$ cat src/rtl/alu_pkg.sv
// alu_pkg: shared op encodings, FSM states and slice selects for the serial ALU
package alu_pkg;
   localparam int CPU_WIDTH = 24;
   typedef enum logic [2:0] {
      OP_AND = 3'b000,
      OP_OR  = 3'b001,
      OP_ADD = 3'b010,
      OP_SUB = 3'b011,
      OP_XOR = 3'b100,
      OP_SLT = 3'b101
   } op_e;
   typedef enum logic [1:0] {S_IDLE, S_RUN, S_DONE} state_e;
   typedef enum logic [2:0] {SEL_AND, SEL_OR, SEL_SUM, SEL_XOR, SEL_LESS} sel_e;
   // Reserved ops select the Less input, which is tied low, so they shift in zeros.
   function automatic sel_e op_sel(logic [2:0] op);
      return op == OP_AND ? SEL_AND :
             op == OP_OR  ? SEL_OR  :
             op == OP_XOR ? SEL_XOR :
             (op == OP_ADD || op == OP_SUB || op == OP_SLT) ? SEL_SUM : SEL_LESS;
   endfunction
endpackage

$ cat src/rtl/alu_bit_slice.sv
// alu_bit_slice: combinational 1-bit ALU slice with B inversion and carry chain
module alu_bit_slice
   import alu_pkg::*;
(
   input  logic a_i,
   input  logic b_i,
   input  logic cin_i,
   input  logic binv_i,
   input  logic less_i,
   input  sel_e sel_i,
   output logic result_o,
   output logic cout_o
);
   logic bb;
   // Full-adder carry plus the selected bitwise/sum result
   always_comb begin
      bb = b_i ^ binv_i;
      cout_o = (a_i & bb) | (a_i & cin_i) | (bb & cin_i);
      result_o = sel_i == SEL_AND ? a_i & bb :
                 sel_i == SEL_OR  ? a_i | bb :
                 sel_i == SEL_SUM ? a_i ^ bb ^ cin_i :
                 sel_i == SEL_XOR ? a_i ^ bb : less_i;
   end
endmodule

$ cat src/rtl/alu_serial_seq.sv
// alu_serial_seq: bit-serial execute stage; ALU_SERIAL_FLAGS_EN enables carry/zero/ovf outputs
module alu_serial_seq
   import alu_pkg::*;
#(
   parameter int WIDTH = CPU_WIDTH,
   parameter int CNT_W = $clog2(WIDTH)
) (
   input  logic             Clock,
   input  logic             Reset,
   input  logic             in_valid,
   output logic             in_ready,
   input  logic [WIDTH-1:0] in_a,
   input  logic [WIDTH-1:0] in_b,
   input  logic [2:0]       in_op,
   output logic             out_valid,
   input  logic             out_ready,
   output logic [WIDTH-1:0] out_result,
   output logic             out_carry,
   output logic             out_zero,
   output logic             out_ovf
);
   state_e           state_q;
   logic [CNT_W-1:0] cnt_q;
   logic             carry_q;
   logic [WIDTH-1:0] a_sh_q, b_sh_q;
   logic [WIDTH-1:1] res_sh_q;
   logic [2:0]       op_q;
`ifdef ALU_SERIAL_FLAGS_EN
   logic             zacc_q;
`endif
   logic             bit_res, bit_cout;
   logic             last, arith, is_sub, ovf_i, slt_bit;
   logic [WIDTH-1:0] res_shift, res_d;
   logic             carry_d, zero_d, ovf_d;

   alu_bit_slice u_slice (
      .a_i      (a_sh_q[0]),
      .b_i      (b_sh_q[0]),
      .cin_i    (carry_q),
      .binv_i   (is_sub),
      .less_i   (1'b0),
      .sel_i    (op_sel(op_q)),
      .result_o (bit_res),
      .cout_o   (bit_cout)
   );

   assign in_ready  = state_q == S_IDLE;
   assign out_valid = state_q == S_DONE;

   // Final-bit result assembly and flag terms, valid on the MSB cycle
   always_comb begin
      last = cnt_q == CNT_W'(WIDTH - 1);
      is_sub = op_q == OP_SUB || op_q == OP_SLT;
      arith = is_sub || op_q == OP_ADD;
      ovf_i = carry_q ^ bit_cout;
      slt_bit = bit_res ^ ovf_i;
      res_shift = {bit_res, res_sh_q};
      res_d = op_q == OP_SLT ? {{(WIDTH-1){1'b0}}, slt_bit} : res_shift;
`ifdef ALU_SERIAL_FLAGS_EN
      carry_d = arith & bit_cout;
      ovf_d = arith & ovf_i;
      zero_d = op_q == OP_SLT ? ~slt_bit : (arith || op_q == OP_AND || op_q == OP_OR || op_q == OP_XOR) & ~(zacc_q | bit_res);
`else
      carry_d = 1'b0;
      ovf_d = 1'b0;
      zero_d = 1'b0;
`endif
   end

   // Sequencer: accept, shift WIDTH bits through the slice, hold result until taken
   always_ff @(posedge Clock) begin
      if (Reset) begin
         state_q <= S_IDLE;
         cnt_q <= '0;
         carry_q <= 1'b0;
         a_sh_q <= '0;
         b_sh_q <= '0;
         res_sh_q <= '0;
         op_q <= '0;
         out_result <= '0;
         out_carry <= 1'b0;
         out_zero <= 1'b0;
         out_ovf <= 1'b0;
`ifdef ALU_SERIAL_FLAGS_EN
         zacc_q <= 1'b0;
`endif
      end else begin
         case (state_q)
            S_IDLE: if (in_valid) begin
               a_sh_q <= in_a;
               b_sh_q <= in_b;
               op_q <= in_op;
               cnt_q <= '0;
               carry_q <= in_op == OP_SUB || in_op == OP_SLT;
`ifdef ALU_SERIAL_FLAGS_EN
               zacc_q <= 1'b0;
`endif
               state_q <= S_RUN;
            end
            S_RUN: begin
               a_sh_q <= a_sh_q >> 1;
               b_sh_q <= b_sh_q >> 1;
               res_sh_q <= res_shift[WIDTH-1:1];
               carry_q <= bit_cout;
`ifdef ALU_SERIAL_FLAGS_EN
               zacc_q <= zacc_q | bit_res;
`endif
               if (last) begin
                  out_result <= res_d;
                  out_carry <= carry_d;
                  out_zero <= zero_d;
                  out_ovf <= ovf_d;
                  state_q <= S_DONE;
               end else
                  cnt_q <= cnt_q + CNT_W'(1);
            end
            S_DONE: if (out_ready) state_q <= S_IDLE;
            default: state_q <= S_IDLE;
         endcase
      end
   end
endmodule

$ cat config.mk
export PLATFORM = sky130hd
export DESIGN_NAME = alu_serial_seq
export DESIGN_NICKNAME = d
export VERILOG_FILES = /design/src/rtl/alu_pkg.sv /design/src/rtl/alu_bit_slice.sv /design/src/rtl/alu_serial_seq.sv
export SDC_FILE = /design/constraint.sdc
export NUM_CORES = 1
export LEC_CHECK = 0
export CAP_MARGIN = 30
export CORE_UTILIZATION = 55
export DETAILED_ROUTE_END_ITERATION = 10
export PLACE_DENSITY = 0.88
export REMOVE_ABC_BUFFERS = 1
export SETUP_SLACK_MARGIN = 0.15
export SYNTH_ARGS = -nofsm -noshare
export SYNTH_HDL_FRONTEND = slang
export SYNTH_SLANG_ARGS = --single-unit
$ cat constraint.sdc
create_clock -name Clock -period 6.9 [get_ports Clock]
set_input_delay 1.035 -clock Clock [delete_from_list [all_inputs] [get_ports Clock]]
set_output_delay 1.035 -clock Clock [all_outputs]
set_load 0.005 [all_outputs]
# After elaboration in Yosys (flattened, before gate mapping)
# Index checks and enable logic that the tools add are counted.
# classes
n_addsub	1
n_eq_ne	17
muxes	22
bitwise	11
n_reduce_logical	13
# ops
cell	count
one-hot mux 24 bit (2 select lines)	2
2-to-1 mux 24 bit	3
equality test 3 x 2 -> 1 bit (second input constant)	5
2-to-1 mux 3 bit	4
2-to-1 mux 5 bit	2
one-hot mux 5 bit (2 select lines)	1
equality test 3 bit (second input constant)	3
equality test 3 x 1 -> 1 bit (second input constant)	2
logical NOT 3 bit	2
2-to-1 mux 2 bit	3
inequality test 2 bit (second input constant)	3
one-hot mux 2 bit (3 select lines)	1
AND reduction 2 bit	3
AND reduction 3 bit	2
adder 5 x 1 -> 5 bit (second input constant)	1
equality test 5 bit (second input constant)	1
2-to-1 mux 1 bit	5
bitwise XOR 1 bit	5
logical OR 1 bit	4
bitwise AND 1 bit	3
OR 1 bit	3
equality test 2 x 1 -> 1 bit (second input constant)	1
equality test 2 bit (second input constant)	1
logical NOT 2 bit	1
3 further kinds	3
# totals
register_bits	106
input_bits	55
output_inout_bits	29
wordCells	72

# Depth between registers and ports, before layout
# Gate-level depths: netlist of the first run.
# logic_depth
ltp_word	14
depth_mapped	10
mapped_depth_nobuf	9

# Cells and area by module
# Synthesis of the first run repeated with hierarchy kept, for this count alone.
# unflattened
cells_unflattened	562
hier_area_um2	4521.8
# modules_own_cells
module	instances	cells_per_inst	area_each_um2	seq_area_each_um2
alu_serial_seq	1	548	4409.2	2122.0
alu_bit_slice	1	14	112.6	0.0

# Worst setup path after synthesis of the first run
# OpenSTA, ideal clock, no wires.
# synth_timing
path_kind	register to register
from	reg op_q[2]
to	reg out_result[0]
setup_ns	0.120
arrival_ns	2.170
required_time_ns	6.780
slack_ns	4.611
stages_incl_launch_ff	11
path_buffers	1
synth_period_minus_slack_ns	2.289
cell_sequence	dfxtp_1 -> buf_2 -> xor2_1 -> nand2_1 -> xnor2_1 -> inv_1 -> fa_1 -> and2_1 -> o21ai_0 -> a21oi_1 -> o31a_1
# synth_via
elab_chain_cells	14
elab_cells_between_ends	32
classes_between	8 x eq/ne; 9 x mux; 10 x bitwise; 5 x reduce/logical
# synth_rtl
element	line	text
start: declaration	alu_serial_seq.sv:27	logic [2:0] op_q;
start signal: assignment	alu_serial_seq.sv:92	op_q <= in_op;
equality test 3 x 2 -> 1 bit, on equally long branches	n/a	
logical OR 1 bit (2 in series)	alu_pkg.sv:19	(op == OP_ADD || op == OP_SUB || op == OP_SLT) ? SEL_SUM : SEL_LESS;
2-to-1 mux 3 bit	alu_pkg.sv:19	
2-to-1 mux 3 bit	alu_pkg.sv:18	op == OP_XOR ? SEL_XOR :
2-to-1 mux 3 bit	alu_pkg.sv:17	op == OP_OR ? SEL_OR :
2-to-1 mux 3 bit	alu_pkg.sv:16	return op == OP_AND ? SEL_AND :
equality test 3 x 2 -> 1 bit	alu_bit_slice.sv:22	sel_i == SEL_XOR ? a_i ^ bb : less_i;
2-to-1 mux 1 bit	alu_bit_slice.sv:22	
2-to-1 mux 1 bit	alu_bit_slice.sv:21	sel_i == SEL_SUM ? a_i ^ bb ^ cin_i :
2-to-1 mux 1 bit	alu_bit_slice.sv:20	sel_i == SEL_OR ? a_i | bb :
2-to-1 mux 1 bit	alu_bit_slice.sv:19	result_o = sel_i == SEL_AND ? a_i & bb :
bitwise XOR 1 bit	alu_serial_seq.sv:56	slt_bit = bit_res ^ ovf_i;
2-to-1 mux 24 bit (*)	alu_serial_seq.sv:58	res_d = op_q == OP_SLT ? {{(WIDTH-1){1'b0}}, slt_bit} : res_shift;
end signal: assignment	alu_serial_seq.sv:109	out_result <= res_d;
end: declaration	alu_serial_seq.sv:17	output logic [WIDTH-1:0] out_result,
# Every way passes the cells marked *; elsewhere a longest branch is shown, timed or not.
# A chain may end at the register's enable or synchronous reset.

# Final worst setup path of the first run
# layout_timing
from	reg state_q[1]
to	out out_valid
# layout_via
elab_chain_cells	1
# layout_rtl
element	line	text
start: declaration	alu_serial_seq.sv:22	state_e state_q;
start signal: assignment	alu_serial_seq.sv:73	state_q <= S_IDLE;
start signal: assignment	alu_serial_seq.sv:98	state_q <= S_RUN;
start signal: assignment	alu_serial_seq.sv:113	state_q <= S_DONE;
equality test 2 bit	alu_serial_seq.sv:48	assign out_valid = state_q == S_DONE;
end: declaration	alu_serial_seq.sv:15	output logic out_valid,
# Every way passes these cells.

==> results.yml, run 1 <==
routing:
  vias: 3857
  first_iter_violations: 216
  first_pass_iters: 4
  routedWlPerCell_um: 12.49
  viasPerCell: 5.455
  drc: 0
  routed_wl_um: 8829
  ant_nets: 0
grt:
  grt_pass1_wl_um: 15190
  overflow: 0
  grt_max_degree: 105
  antenna_found_initial: 0
  grt_pass1_vias: 3510
  grt_use_total_pct: 22.19
setup_path:
  crit_path_top_delay_cell: "clkdlybuf4s50_1"
  critPathArrivalTime_ps: 1590
  critical_path_class: "reg -> out"
  crit_fanout: 7
  crit_chain: "nor2b_1 -> clkdlybuf4s50_1"
  worst_setup_path_start_kind: "register"
  critPathCaptureType: "primary output"
  cp.required_ps: 5860
  slowest_delay_ps: 520
clocking:
  htree_num_levels: 3
  post_cts_resized: 0
  clock_path_buffers: 2
  post_cts_buffers: 0
  cts_sinks: 106
  path_clk_slew_ps: 100
  cts_made_buffers: 9
  clk-insertion-delay-late_ps: 370
  cts.root.buffer_cell: "clkbuf_8"
  ctsHoldBuffers: 0
  cts_tree: "built"
synth:
  ys_ff_latch: 106
  netlist_area_mm2: 0.004423
  synth_edf_count: 0
  dominantRegCellSynth: "dfxtp_1"
  synthCells: 552
  synth.distinct_cells: 43
  syn_area_per_cell_um2: 8.013
  yosysWarnings: 0
  ys_seq_area_share_pct: 47.98
  synthArstFlopShare_pct: 0
floorplanning:
  start_util_pct: 56.94
  die_h_um: 91.68
  dieArea_mm2: 0.008404
  num_io_pins: 84
  dieWidth_um: 91.68
  fp.coreArea_mm2: 0.007767
  floorplan.rows: 32
outcome:
  status: "complete, no violations"
cells_and_area:
  layout.cells.most_common_list: "nand2_1 (164), dfxtp_1 (106), clkdlybuf4s50_1 (79)"
  areaGrowthSynthToFinish_pct: 20.23
  layout_commonest_cell: "nand2_1"
  final_nets: 659
  drive_gt1_share_pct: 4.628
  fin_cells: 707
  n_antenna_cell: 0
min_path:
  min_path_type: "reg -> reg"
power:
  pwr-share-clk_pct: 30.7
  comb_power_share_pct: 12.6
  seqPwrFrac_pct: 56.7
  powerDensity_mw_per_mm2: 218.7
  p_sw_share_pct: 26.72
  peakVddDrop_mv: 0.1056
  p_leak_nw: 1.882
  net-switching-power_mw: 0.3107
  internal_power_mw: 0.8522
sta:
  max_freq_mhz: 380.5
  setup_tns_ps: 0
  tightest_slew_ps: 1008
  skew_ps: 12.17
  drv_slew: 0
  finalCriticalPeriod_ps: 2628
  rsz0062_at_grt: "false"
  relSlewSlack_pct: 32.82
  hold_violations: 0
  finalCritPeriodShare_pct: 38.09
  setup_viol: 0
placed_design:
  place_congestion: 0.7793
  portBuffers: 80
  dp.cells: 691
  place_hpwl_um: 5770
flow_run:
  max-cap-violations: 0
==> final cells by class <==
class                           count  area, um^2
Tap cell                          102       127.6
Timing Repair Buffer               83       820.8
Sequential cell                   106        2122
Clock inverter                      6       48.80
Inverter                            5       18.77
Fill cell                         654        2450
Multi-Input combinational cell    395        2042
Clock buffer                       10       137.6
==> through the flow <==
step                util (%)  instance area, um^2  hold slack (ps)  total power [mW]  setup WS [ps]
finish                 68.46                 5318            455.3             1.163           4272
global route           68.46                 5318            474.6             1.220           4119
CTS                    68.46                 5318            459.5             1.170           4252
detailed placement     66.06                 5131            444.4            0.8205           4069
global placement       66.06                 5131            438.1            0.8127           4175
floorplan                  -                 4173            430.3            0.7572           2502
==> state kept, by name, indices dropped and copies added (netlist names) <==
register / cells
a_sh_q: 24
b_sh_q: 24
state_q: 2
cnt_q: 5
out_result: 24
carry_q: 1
op_q: 3
res_sh_q: 23
==> power by group through the flow <==
stage	clock network (mW)	registers [mW]	logic, mW
6_report	0.357	0.659	0.147
2_1_floorplan	0	0.669	0.0884
3_3_place_gp	0	0.672	0.141
5_1_grt	0.391	0.664	0.165
3_5_place_dp	0	0.673	0.147
4_1_cts	0.364	0.660	0.147
==> critical path, delay by kind of cell, from the launching register on <==
kind	cells	cell delay, ps
simple gates	1	200
flops	1	510
buf+inv	1	520
==> kinds of logic (layout without fill, tap and decap cells) <==
kind of cell | Yosys count | count (layout) | synth area share [%]
flip-flops | 106 | 106 | 47.98
adder cells (fa/ha/maj) | 4 | 4 | 1.301
XOR/XNOR | 5 | 5 | 0.9901
multiplexers | 3 | 3 | 0.6790
AO/OA/AOI/OAI | 113 | 113 | 17.60
buffers and inverters | 53 | 104 | 6.252
AND/OR/NAND/NOR | 267 | 267 | 25.12
other | 1 | 3 | 0.08478
==> layer usage <==
layer / GRT usage, % / routed length [um] / share of wire, % / vias to the layer above
li1: - / - / - / 1973
met5: 0 / 0 / 0 / -
met1: 27.54 / 3985 / 45 / 1776
met3: 3.566 / 461 / 5.2 / 5
met4: 7.672 / 71 / 0.80 / 0
met2: 38.97 / 4310 / 49 / 103
==> final timing paths <==
kind / start / end / slack, ps / cells after the start
max: state_q[1]$_SDFFE_PP0P_ / out_valid / 4270 / 2
min: out_result[14]$_SDFFE_PP0P_ / out_result[14]$_SDFFE_PP0P_ / 460 / 2
max reg2reg: op_q[2]$_SDFFE_PP0P_ / out_result[0]$_SDFFE_PP0P_ / 4330 / 8
min reg2reg: out_result[14]$_SDFFE_PP0P_ / out_result[14]$_SDFFE_PP0P_ / 460 / 2
==> cell usage after synthesis, types with 2 or more instances <==
| cell | count | area, um^2 |
|---|---|---|
| nand2_1 | 164 | 615.6 |
| dfxtp_1 | 106 | 2122 |
| nor2_1 | 58 | 217.7 |
| a21oi_1 | 54 | 270.3 |
| a311oi_1 | 47 | 411.6 |
| nand3_1 | 24 | 120.1 |
| clkbuf_1 | 20 | 75.07 |
| buf_2 | 17 | 85.08 |
| buf_4 | 5 | 37.54 |
| buf_6 | 5 | 56.30 |
| inv_1 | 5 | 18.77 |
| xor2_1 | 4 | 35.03 |
| ha_1 | 3 | 37.54 |
| mux2i_1 | 3 | 30.03 |
| o21ai_0 | 3 | 15.01 |
| or3_1 | 3 | 18.77 |
| a22oi_1 | 2 | 15.01 |
| nor2b_1 | 2 | 12.51 |
| nor3_1 | 2 | 10.01 |
| or2_2 | 2 | 12.51 |
No activity file was read; power rests on OpenSTA's default activity.
==> run 2, diff against run 1 <==
--- a/config.mk
+++ b/config.mk
@@ -6,9 +6,9 @@
 export NUM_CORES = 1
 export LEC_CHECK = 0
 export CAP_MARGIN = 30
-export CORE_UTILIZATION = 55
+export CORE_UTILIZATION = 47
 export DETAILED_ROUTE_END_ITERATION = 10
-export PLACE_DENSITY = 0.88
+export PLACE_DENSITY = 0.8
 export REMOVE_ABC_BUFFERS = 1
 export SETUP_SLACK_MARGIN = 0.15
 export SYNTH_ARGS = -nofsm -noshare
==> constraint.sdc (replaced) <==
create_clock -name Clock -period 2.3 [get_ports Clock]
set_input_delay 0.345 -clock Clock [delete_from_list [all_inputs] [get_ports Clock]]
set_output_delay 0.345 -clock Clock [all_outputs]
set_load 0.005 [all_outputs]
==> run 2 against run 1 <==
Compared with the run above: flip-flop and latch count is the same; worst hold slack lost 2.2 ps; global-route usage shrank 2.8 points; critical endpoint is now out_result[0]$_SDFFE_PP0P_; clock skew grew 0.68 ps; register-to-register slack lost 4300 ps; combinational power grew to 3.4 times the previous value; cell area grew 3.4%; routed wire length grew 4.3%; die area grew 17%; largest power group unchanged; sequential power grew to 3.0 times the previous value; final cell count grew 3.1%.
==> results.yml, run 2 (synthesis results as in run 1) <==
outcome:
  status: "complete, no violations"
routing:
  met2_length_um: 4685
  first_pass_iters: 4
  first_iter_violations: 154
  routedWlPerCell_um: 12.63
  met1Wirelength_um: 3968
  ant_nets: 0
  vias: 3884
  drc: 0
  dr_wl_met3_um: 451
  routed_wl_um: 9207
  viasPerCell: 5.328
  maxUsedRoutingLayer: "met4"
power:
  p_sw_share_pct: 26.83
  comb_power_share_pct: 14.2
  seqPwrFrac_pct: 56.4
  pwr-share-clk_pct: 29.4
  peakVddDrop_mv: 0.4410
  powerDensity_mw_per_mm2: 636.4
  net-switching-power_mw: 0.9390
  internal_power_mw: 2.561
  p_leak_nw: 1.970
cells_and_area:
  final_util_pct: 59.81
  drive_gt1_share_pct: 7.929
  areaGrowthSynthToFinish_pct: 24.36
  final_nets: 672
  fin_cells: 729
  layout.cells.most_common_list: "nand2_1 (164), dfxtp_1 (104), clkdlybuf4s50_1 (79)"
  layout_commonest_cell: "nand2_1"
  n_antenna_cell: 0
  largest_registers: "a_sh_q (24), b_sh_q (24), out_result (24)"
  nFillCells: 811
min_path:
  min_path_type: "reg -> reg"
  hp-start: "out_result[2]$_SDFFE_PP0P_"
clocking:
  cts.root.buffer_cell: "clkbuf_8"
  cts_sinks: 106
  htree_num_levels: 3
  clk-insertion-delay-late_ps: 360
  cts_made_buffers: 9
  ctsHoldBuffers: 0
  path_clk_slew_ps: 100
  cts_tree: "built"
  clock_path_buffers: 2
setup_path:
  crit_fanout: 6
  worst_setup_path_start_kind: "register"
  r2r_slack_ps: 70
  critical_path_class: "reg -> reg"
  rr_worst_depth: 8
  worstReg2RegEnd: "out_result[0]$_SDFFE_PP0P_"
  crit_chain: "nand2_1 -> xnor2_2 -> inv_2 -> fa_1 -> and2_4 -> o21ai_2 -> and3_1 -> o31a_1"
  crit_path_end: "out_result[0]$_SDFFE_PP0P_"
  crit_path_top_delay_cell: "fa_1"
  startpoint: "op_q[0]$_SDFFE_PP0P_"
  critical_path_depth: 8
  cp_num_buf_inv: 1
  critPathCaptureType: "register"
  cp.required_ps: 2560
  rr_startpoint: "op_q[0]$_SDFFE_PP0P_"
  critPathArrivalTime_ps: 2490
  critical-path-top-delay-family: "adder cells"
  slowest_delay_ps: 590
placed_design:
  portBuffers: 80
  place_congestion: 0.7344
  dp.cells: 711
  place_hpwl_um: 6064
  pre_cts_slack_ps: -2.762
sta:
  max_freq_mhz: 448.8
  setup_viol: 0
  relSlewSlack_pct: 60.78
  skew_ps: 12.84
  finalCriticalPeriod_ps: 2228
  tightest_slew_ps: 588.3
  setup_ws_ps: 71.62
  drv_slew: 0
  fin_hold_ws_ps: 453.1
  rsz0062_at_grt: "true"
  hold_violations: 0
  finalCritPeriodShare_pct: 96.89
grt:
  grt_pass1_vias: 3514
  antenna_found_initial: 0
  grt_use_total_pct: 19.40
  overflow: 0
  grt_pass1_wl_um: 15460
  grt_max_degree: 93
floorplanning:
  dieWidth_um: 99.01
  floorplan.rows: 35
  num_io_pins: 84
  fp.coreArea_mm2: 0.009196
  dieArea_mm2: 0.009803
  die_h_um: 99.01
  start_util_pct: 48.10
flow_run:
  max-cap-violations: 0
## run 2: cell types whose count changed in the layout (fill, tap and decap cells not counted), sizes merged
cell | before | now
buf | 4 | 17
clkinv | 2 | 4
clkinvlp | 2 | 1
inv | 7 | 6
## run 2: worst min-delay path: stages, from the launching register on
cell     delay [ps]
dfxtp_1         320
nand2_1          50
a21oi_1          50
## run 2: cell type report
| type | instances | area [um^2] | area share [%] |
|---|---|---|---|
| Inverter | 5 | 18.77 | 0.3412 |
| Tap cell | 111 | 138.9 | 2.525 |
| Clock inverter | 6 | 51.30 | 0.9327 |
| Clock buffer | 10 | 127.6 | 2.320 |
| Timing Repair Buffer | 96 | 968.4 | 17.61 |
| Multi-Input combinational cell | 395 | 2071 | 37.65 |
| Sequential cell | 106 | 2125 | 38.63 |
## run 2: routing by layer
metal | vias up | global-route usage [%]
li1 | 1994 | -
met3 | 11 | 4.610
met4 | 0 | 5.741
met1 | 1773 | 22.44
met2 | 106 | 35.40
met5 | - | 0
## run 2: stage by stage
step | instance area (um^2) | total power [mW] | TNS, ps
6_report | 5500 | 3.500 | 0
3_5_place_dp | 5275 | 2.493 | -2.762
2_1_floorplan | 4173 | 2.272 | -74210
4_1_cts | 5473 | 3.529 | 0
3_3_place_gp | 5275 | 2.471 | 0
5_1_grt | 5500 | 3.682 | -18.98
## run 2: power by group through the flow
stage / registers [mW] / clock network (mW) / logic [mW]
floorplan: 2.01 / 0 / 0.265
finish: 1.97 / 1.03 / 0.497
CTS: 1.97 / 1.07 / 0.486
global route: 1.99 / 1.14 / 0.553
global placement: 2.01 / 0 / 0.459
detailed placement: 2.02 / 0 / 0.477
## run 2: worst min-delay path by stage
stage | slack (ps) | cells after the start | to
floorplan | 410 | 1 | carry_q$_SDFFE_PP0P_
global placement | 440 | 2 | out_result[11]$_SDFFE_PP0P_
detailed placement | 450 | 2 | out_result[4]$_SDFFE_PP0P_
CTS | 450 | 2 | cnt_q[0]$_SDFFE_PP0P_
global route | 480 | 2 | out_result[22]$_SDFFE_PP0P_
finish | 450 | 2 | out_result[2]$_SDFFE_PP0P_
## run 2: repair_timing
action	in CTS	in global routing
setup buffers	0	2
pin swaps	2	5
resized for setup	5	5
endpoints found under the setup margin	3	3
